### config.mk
export PLATFORM = sky130hd
export DESIGN_NAME = wb_bus_guard
export DESIGN_NICKNAME = d
export VERILOG_FILES = /design/src/rtl/twpm_wb_pkg.sv /design/src/rtl/wb_bus_guard.sv
export SDC_FILE = /design/constraint.sdc
export NUM_CORES = 1
export LEC_CHECK = 0
export CORE_MARGIN = 5
export CORE_UTILIZATION = 41
export DETAILED_ROUTE_END_ITERATION = 12
export PLACE_DENSITY = 0.86
export SLEW_MARGIN = 15
export SYNTH_ARGS = -nofsm -noshare
export SYNTH_HDL_FRONTEND = slang
export SYNTH_SLANG_ARGS = --single-unit
export TNS_END_PERCENT = 20
### constraint.sdc
create_clock -name clk_i -period 8.35 [get_ports clk_i]
set_input_delay 1.67 -clock clk_i [delete_from_list [all_inputs] [get_ports clk_i]]
set_output_delay 1.67 -clock clk_i [all_outputs]
set_load 0.01 [all_outputs]
### src/rtl/twpm_wb_pkg.sv
// Shared Wishbone definitions for the TwPM bus fabric: bus widths, the guard
// state encoding and the read value returned for unmapped or faulted reads.
package twpm_wb_pkg;

    localparam int WB_ADR_W = 32;
    localparam int WB_DAT_W = 32;
    localparam int WB_SEL_W = 4;

    // Also returned by the TPM register read mux for unmapped offsets.
    localparam logic [WB_DAT_W-1:0] DEFAULT_READ_VALUE = 32'hBADFABAC;

    typedef enum logic [1:0] {
        IDLE = 2'd0,
        BUSY = 2'd1,
        RESP = 2'd2
    } guard_state_t;

endpackage

### src/rtl/wb_bus_guard.sv
// Wishbone classic-cycle guard between the CPU bus master and the address decoder.
// Registers slave responses and ends any access no slave answers with an error.
module wb_bus_guard
    import twpm_wb_pkg::*;
#(
    parameter int                    TIMEOUT_CYCLES  = 255,
    parameter int                    CNT_WIDTH       = 8,
    parameter logic [WB_DAT_W-1:0]   ERR_READ_VALUE  = DEFAULT_READ_VALUE,
    parameter int                    FAULT_CNT_WIDTH = 16
) (
    input  logic                       clk_i,
    input  logic                       rst_i,

    input  logic [WB_ADR_W-1:0]        m_adr_i,
    input  logic [WB_DAT_W-1:0]        m_dat_i,
    input  logic                       m_we_i,
    input  logic [WB_SEL_W-1:0]        m_sel_i,
    input  logic                       m_stb_i,
    input  logic                       m_cyc_i,
    output logic [WB_DAT_W-1:0]        m_dat_o,
    output logic                       m_ack_o,
    output logic                       m_err_o,

    output logic [WB_ADR_W-1:0]        s_adr_o,
    output logic [WB_DAT_W-1:0]        s_dat_o,
    output logic                       s_we_o,
    output logic [WB_SEL_W-1:0]        s_sel_o,
    output logic                       s_stb_o,
    output logic                       s_cyc_o,
    input  logic [WB_DAT_W-1:0]        s_dat_i,
    input  logic                       s_ack_i,
    input  logic                       s_err_i,

    input  logic                       clr_i,
    output logic [WB_ADR_W-1:0]        fault_addr_o,
    output logic                       fault_we_o,
    output logic                       fault_valid_o,
    output logic [FAULT_CNT_WIDTH-1:0] fault_cnt_o,
    output logic                       fault_irq_o
);

    localparam logic [CNT_WIDTH-1:0] TIMEOUT_LAST = CNT_WIDTH'(TIMEOUT_CYCLES - 1);

    guard_state_t               state;
    guard_state_t               state_next;
    logic [CNT_WIDTH-1:0]       cnt;
    logic [CNT_WIDTH-1:0]       cnt_next;
    logic [WB_DAT_W-1:0]        dat_next;
    logic                       ack_next;
    logic                       err_next;
    logic [WB_ADR_W-1:0]        fault_addr_next;
    logic                       fault_we_next;
    logic                       fault_valid_next;
    logic [FAULT_CNT_WIDTH-1:0] fault_cnt_next;
    logic                       fault_irq_next;
    logic                       req;
    logic                       in_resp;

    assign req     = m_cyc_i & m_stb_i;
    assign in_resp = (state == RESP);

    // Dropping cyc/stb during the response cycle ends a stalled slave cycle
    // and keeps the same request from being issued twice.
    assign s_adr_o = m_adr_i;
    assign s_dat_o = m_dat_i;
    assign s_we_o  = m_we_i;
    assign s_sel_o = m_sel_i;
    assign s_cyc_o = m_cyc_i & ~in_resp;
    assign s_stb_o = m_stb_i & m_cyc_i & ~in_resp;

    always_ff @(posedge clk_i or posedge rst_i) begin
        if (rst_i) begin
            state         <= IDLE;
            cnt           <= '0;
            m_dat_o       <= '0;
            m_ack_o       <= 1'b0;
            m_err_o       <= 1'b0;
            fault_addr_o  <= '0;
            fault_we_o    <= 1'b0;
            fault_valid_o <= 1'b0;
            fault_cnt_o   <= '0;
            fault_irq_o   <= 1'b0;
        end else begin
            state         <= state_next;
            cnt           <= cnt_next;
            m_dat_o       <= dat_next;
            m_ack_o       <= ack_next;
            m_err_o       <= err_next;
            fault_addr_o  <= fault_addr_next;
            fault_we_o    <= fault_we_next;
            fault_valid_o <= fault_valid_next;
            fault_cnt_o   <= fault_cnt_next;
            fault_irq_o   <= fault_irq_next;
        end
    end

    always_comb begin
        state_next       = state;
        cnt_next         = cnt;
        dat_next         = m_dat_o;
        ack_next         = 1'b0;
        err_next         = 1'b0;
        fault_addr_next  = fault_addr_o;
        fault_we_next    = fault_we_o;
        fault_valid_next = fault_valid_o;
        fault_cnt_next   = fault_cnt_o;
        fault_irq_next   = 1'b0;

        // A clear is applied first so a timeout in the same cycle counts on top of it.
        if (clr_i) begin
            fault_cnt_next   = '0;
            fault_valid_next = 1'b0;
        end

        case (state)
            IDLE: begin
                if (req) begin
                    if (s_err_i) begin
                        err_next   = 1'b1;
                        state_next = RESP;
                    end else if (s_ack_i) begin
                        ack_next   = 1'b1;
                        dat_next   = s_dat_i;
                        state_next = RESP;
                    end else begin
                        cnt_next   = '0;
                        state_next = BUSY;
                    end
                end
            end

            BUSY: begin
                if (!m_cyc_i) begin
                    state_next = IDLE;
                end else if (s_err_i) begin
                    err_next   = 1'b1;
                    state_next = RESP;
                end else if (s_ack_i) begin
                    ack_next   = 1'b1;
                    dat_next   = s_dat_i;
                    state_next = RESP;
                end else if (cnt == TIMEOUT_LAST) begin
                    err_next         = 1'b1;
                    dat_next         = ERR_READ_VALUE;
                    state_next       = RESP;
                    fault_addr_next  = m_adr_i;
                    fault_we_next    = m_we_i;
                    fault_valid_next = 1'b1;
                    fault_irq_next   = 1'b1;
                    if (fault_cnt_next != {FAULT_CNT_WIDTH{1'b1}}) begin
                        fault_cnt_next = fault_cnt_next + FAULT_CNT_WIDTH'(1);
                    end
                end else begin
                    cnt_next = cnt + CNT_WIDTH'(1);
                end
            end

            RESP: begin
                state_next = IDLE;
            end

            default: begin
                state_next = IDLE;
            end
        endcase
    end

endmodule

==> reports/metrics.cfg <==
[detailed_routing]
drc=0
viasPerCell=4.93
routed_wl_mm=11.7
first_iter_violations=160
antenna_left=0
num_vias=3805
detail_route.wl_per_cell_um=15.2
drtPass1Iterations=4

[power_and_ir_drop]
peakVddDrop_v=0.000107
p_per_area_nw_per_um2=164
power_mw=1.03
p_leak_nw=2.84

[grt]
busiest_layer=met2
met2_usage=0.291
grt_max_degree=65
grt_pass1_vias=3772
grt_use_total=0.172
antenna_found_initial=0
grt_first_pass_wirelength_mm=18.3
grt-ovfl-total=0
met3_usage=0.0538
use_met1=0.195

[clocking]
htreeDepth=3
postCtsSetupRepairBufs=0
cts_tree=yes
path_clk_slew_ns=0.08
cts_inserted_buffers=9
cts.sinks=95
cts_max_path_buffers=2
root_buffer=clkbuf_8
ctsHoldBuffers=0
clock_latency_ns=0.36
cts_resized=0

[status]
status=finished clean

[yosys]
synth_mux_area_frac=0.00987
synth_edf_count=0
synth_xor_area_frac=0.0230
synth_area_per_cell_sq_um=8.95
synth_area_leader_cell=dfrtp_1
synth_area_leaders=dfrtp_1 (52%), nand2_1 (12%), buf_4 (11%), o21ai_0 (4.1%), nor2_1 (3.3%)
synth_cell_type_count=43
postSynthCellCount=510
syn_area_sq_um=4570
synth_top_area_frac=0.521
synth_nets=620
synth_top_family_by_area=simple AND/OR/NAND/NOR gates
synth_fa_ha_area_frac=0.00548
synth-simple-area-share=0.228
synth_seq_cells=95
ys_warn_count=0
synthArstFlopShare=1.00
synthFlopType=dfrtp_1
ys_seq_area_frac=0.521
synth_compound_area_frac=0.0751

[die]
die_w_um=116
die_h_um=116
initial_core_util=0.419
core_sq_um=10900
rows=38
die-area_sq_um=13300
num_io_pins=264

[final_layout]
nets=737
drive_gt1_frac=0.0411
antenna_cells=0
syn2layout_area_growth_pct=37.5

[hold_path]
worstHoldPathType=flip-flop to flip-flop

[flow_run]
drv_cap=0

[sta]
finalHoldViolCount=0
setup-violations-final=0
skew_ns=0.0154
setup_tns_ns=0
slew_headroom=0.447
period_minus_slack_ns=4.79
clock.fmax_mhz=209
finalMaxSlewViolations=0
tightest_slew_ns=0.828
rsz0062_at_grt=no
finalCritPeriodShare=0.573

[setup_path]
crit_path_start_kind=input pin
endpoint_kind=output pin
crit_type=input pin to output pin
r2r_slack_ns=5.44
critPathMaxFanout=3
cp.required_ns=6.68
cp.arrival_ns=3.12

[place]
port_buffers=191
routabilityCongestion=0.810
hpwlAfterDp_mm=8.87

## flip-flops by register name, indices dropped and copies added, names as in the netlist, 2 cells and up
register,flops
fault_cnt_o,16
state,2
cnt,8
m_dat_o,32
fault_addr_o,32
## layer usage
layer  part of all wire  vias to the layer above  routed length (um)
li1                   -                     1821                   -
met1               0.37                     1760                4360
met2               0.48                      183                5680
met3               0.11                       41                1260
met4              0.035                        0                 405
met5                  0                        -                   0
## where the power goes
part / internal, mW / total, mW / switching [mW]
Sequential: 0.503 / 0.529 / 0.0259
Combinational: 0.133 / 0.229 / 0.0958
Clock: 0.117 / 0.269 / 0.153
## path summary, 6_finish.rpt
| kind | start | endpoint | depth (start not counted) |
|---|---|---|---|
| min in group asynchronous | rst_i | fault_cnt_o[8] | 2 |
| max | m_cyc_i | s_stb_o | 4 |
| max in group asynchronous | rst_i | m_dat_o[24] | 3 |
| max reg2reg | state[1] | fault_cnt_o[3] | 7 |
| min reg2reg | fault_addr_o[30] | fault_addr_o[30] | 2 |
| min | fault_addr_o[30] | fault_addr_o[30] | 2 |
## metrics by stage
step | cells | hold slack (ns) | instance area [sq um] | worst slack [ns] | util
final | 772 | 0.479 | 6280 | 3.56 | 0.577
after global routing | 772 | 0.510 | 6280 | 3.48 | 0.577
after CTS | 772 | 0.483 | 6280 | 3.55 | 0.577
after detailed placement | 756 | 0.462 | 6110 | 3.57 | 0.561
after global placement | 756 | 0.460 | 6110 | 3.59 | 0.561
after floorplan | 510 | 0.514 | 4570 | 4.20 | -
## area by class of cell
| type | count | area, sq um |
|---|---|---|
| sequential | 95 | 2380 |
| tap | 140 | 175 |
| inverter | 9 | 36.3 |
| clock buffer | 13 | 149 |
| multi-input combinational | 317 | 1580 |
| timing repair buffer | 195 | 1940 |
| clock inverter | 3 | 18.8 |
| fill | 920 | 4610 |
## cells in the final DEF (no fill, tap or decap), drive strengths merged, types with 4 or more instances in the layout
| cell type | n |
|---|---|
| buf | 4 |
| nand2b | 6 |
| dfrtp | 95 |
| inv | 9 |
| nand2 | 151 |
| and3 | 4 |
| a211oi | 5 |
| xor2 | 6 |
| o21ai | 37 |
| xnor2 | 6 |
| nand4 | 7 |
| nor2 | 40 |
| nor3 | 9 |
| a21oi | 6 |
| nand3 | 6 |
| nor2b | 4 |
| clkdlybuf4s50 | 191 |
| clkbuf | 13 |
## synth_stat cells, types with 2 or more instances
cell type    n
buf_4       69
or3_1        3
nand2_1    151
a21oi_1      6
o31ai_1      2
and2_1       3
a211oi_1     3
nand3_1      5
o21ai_0     37
and3_1       4
and4_1       2
mux2i_1      3
ha_1         2
nor2_1      40
nor3_1       9
dfrtp_1     95
inv_1        8
xor2_1       6
clkbuf_1    18
xnor2_1      6
nand4_1      7
nand2b_1     6
nor4_1       2
nor2b_1      4
## cell families (layout without fill, tap and decap cells)
logic type      count (synthesis)  in the layout
mux                             4              4
fa+ha+maj                       2              2
xor+xnor                       12             12
flops                          95             95
compound gates                 57             57
buf+inv                        98            220
simple gates                  242            242
## worst max-delay path, stage by stage
cell             delay [ns]
clkdlybuf4s50_1        0.49
a21boi_0               0.25
and2_1                 0.17
clkdlybuf4s50_1        0.54
No activity file was read; power rests on OpenSTA's default activity.
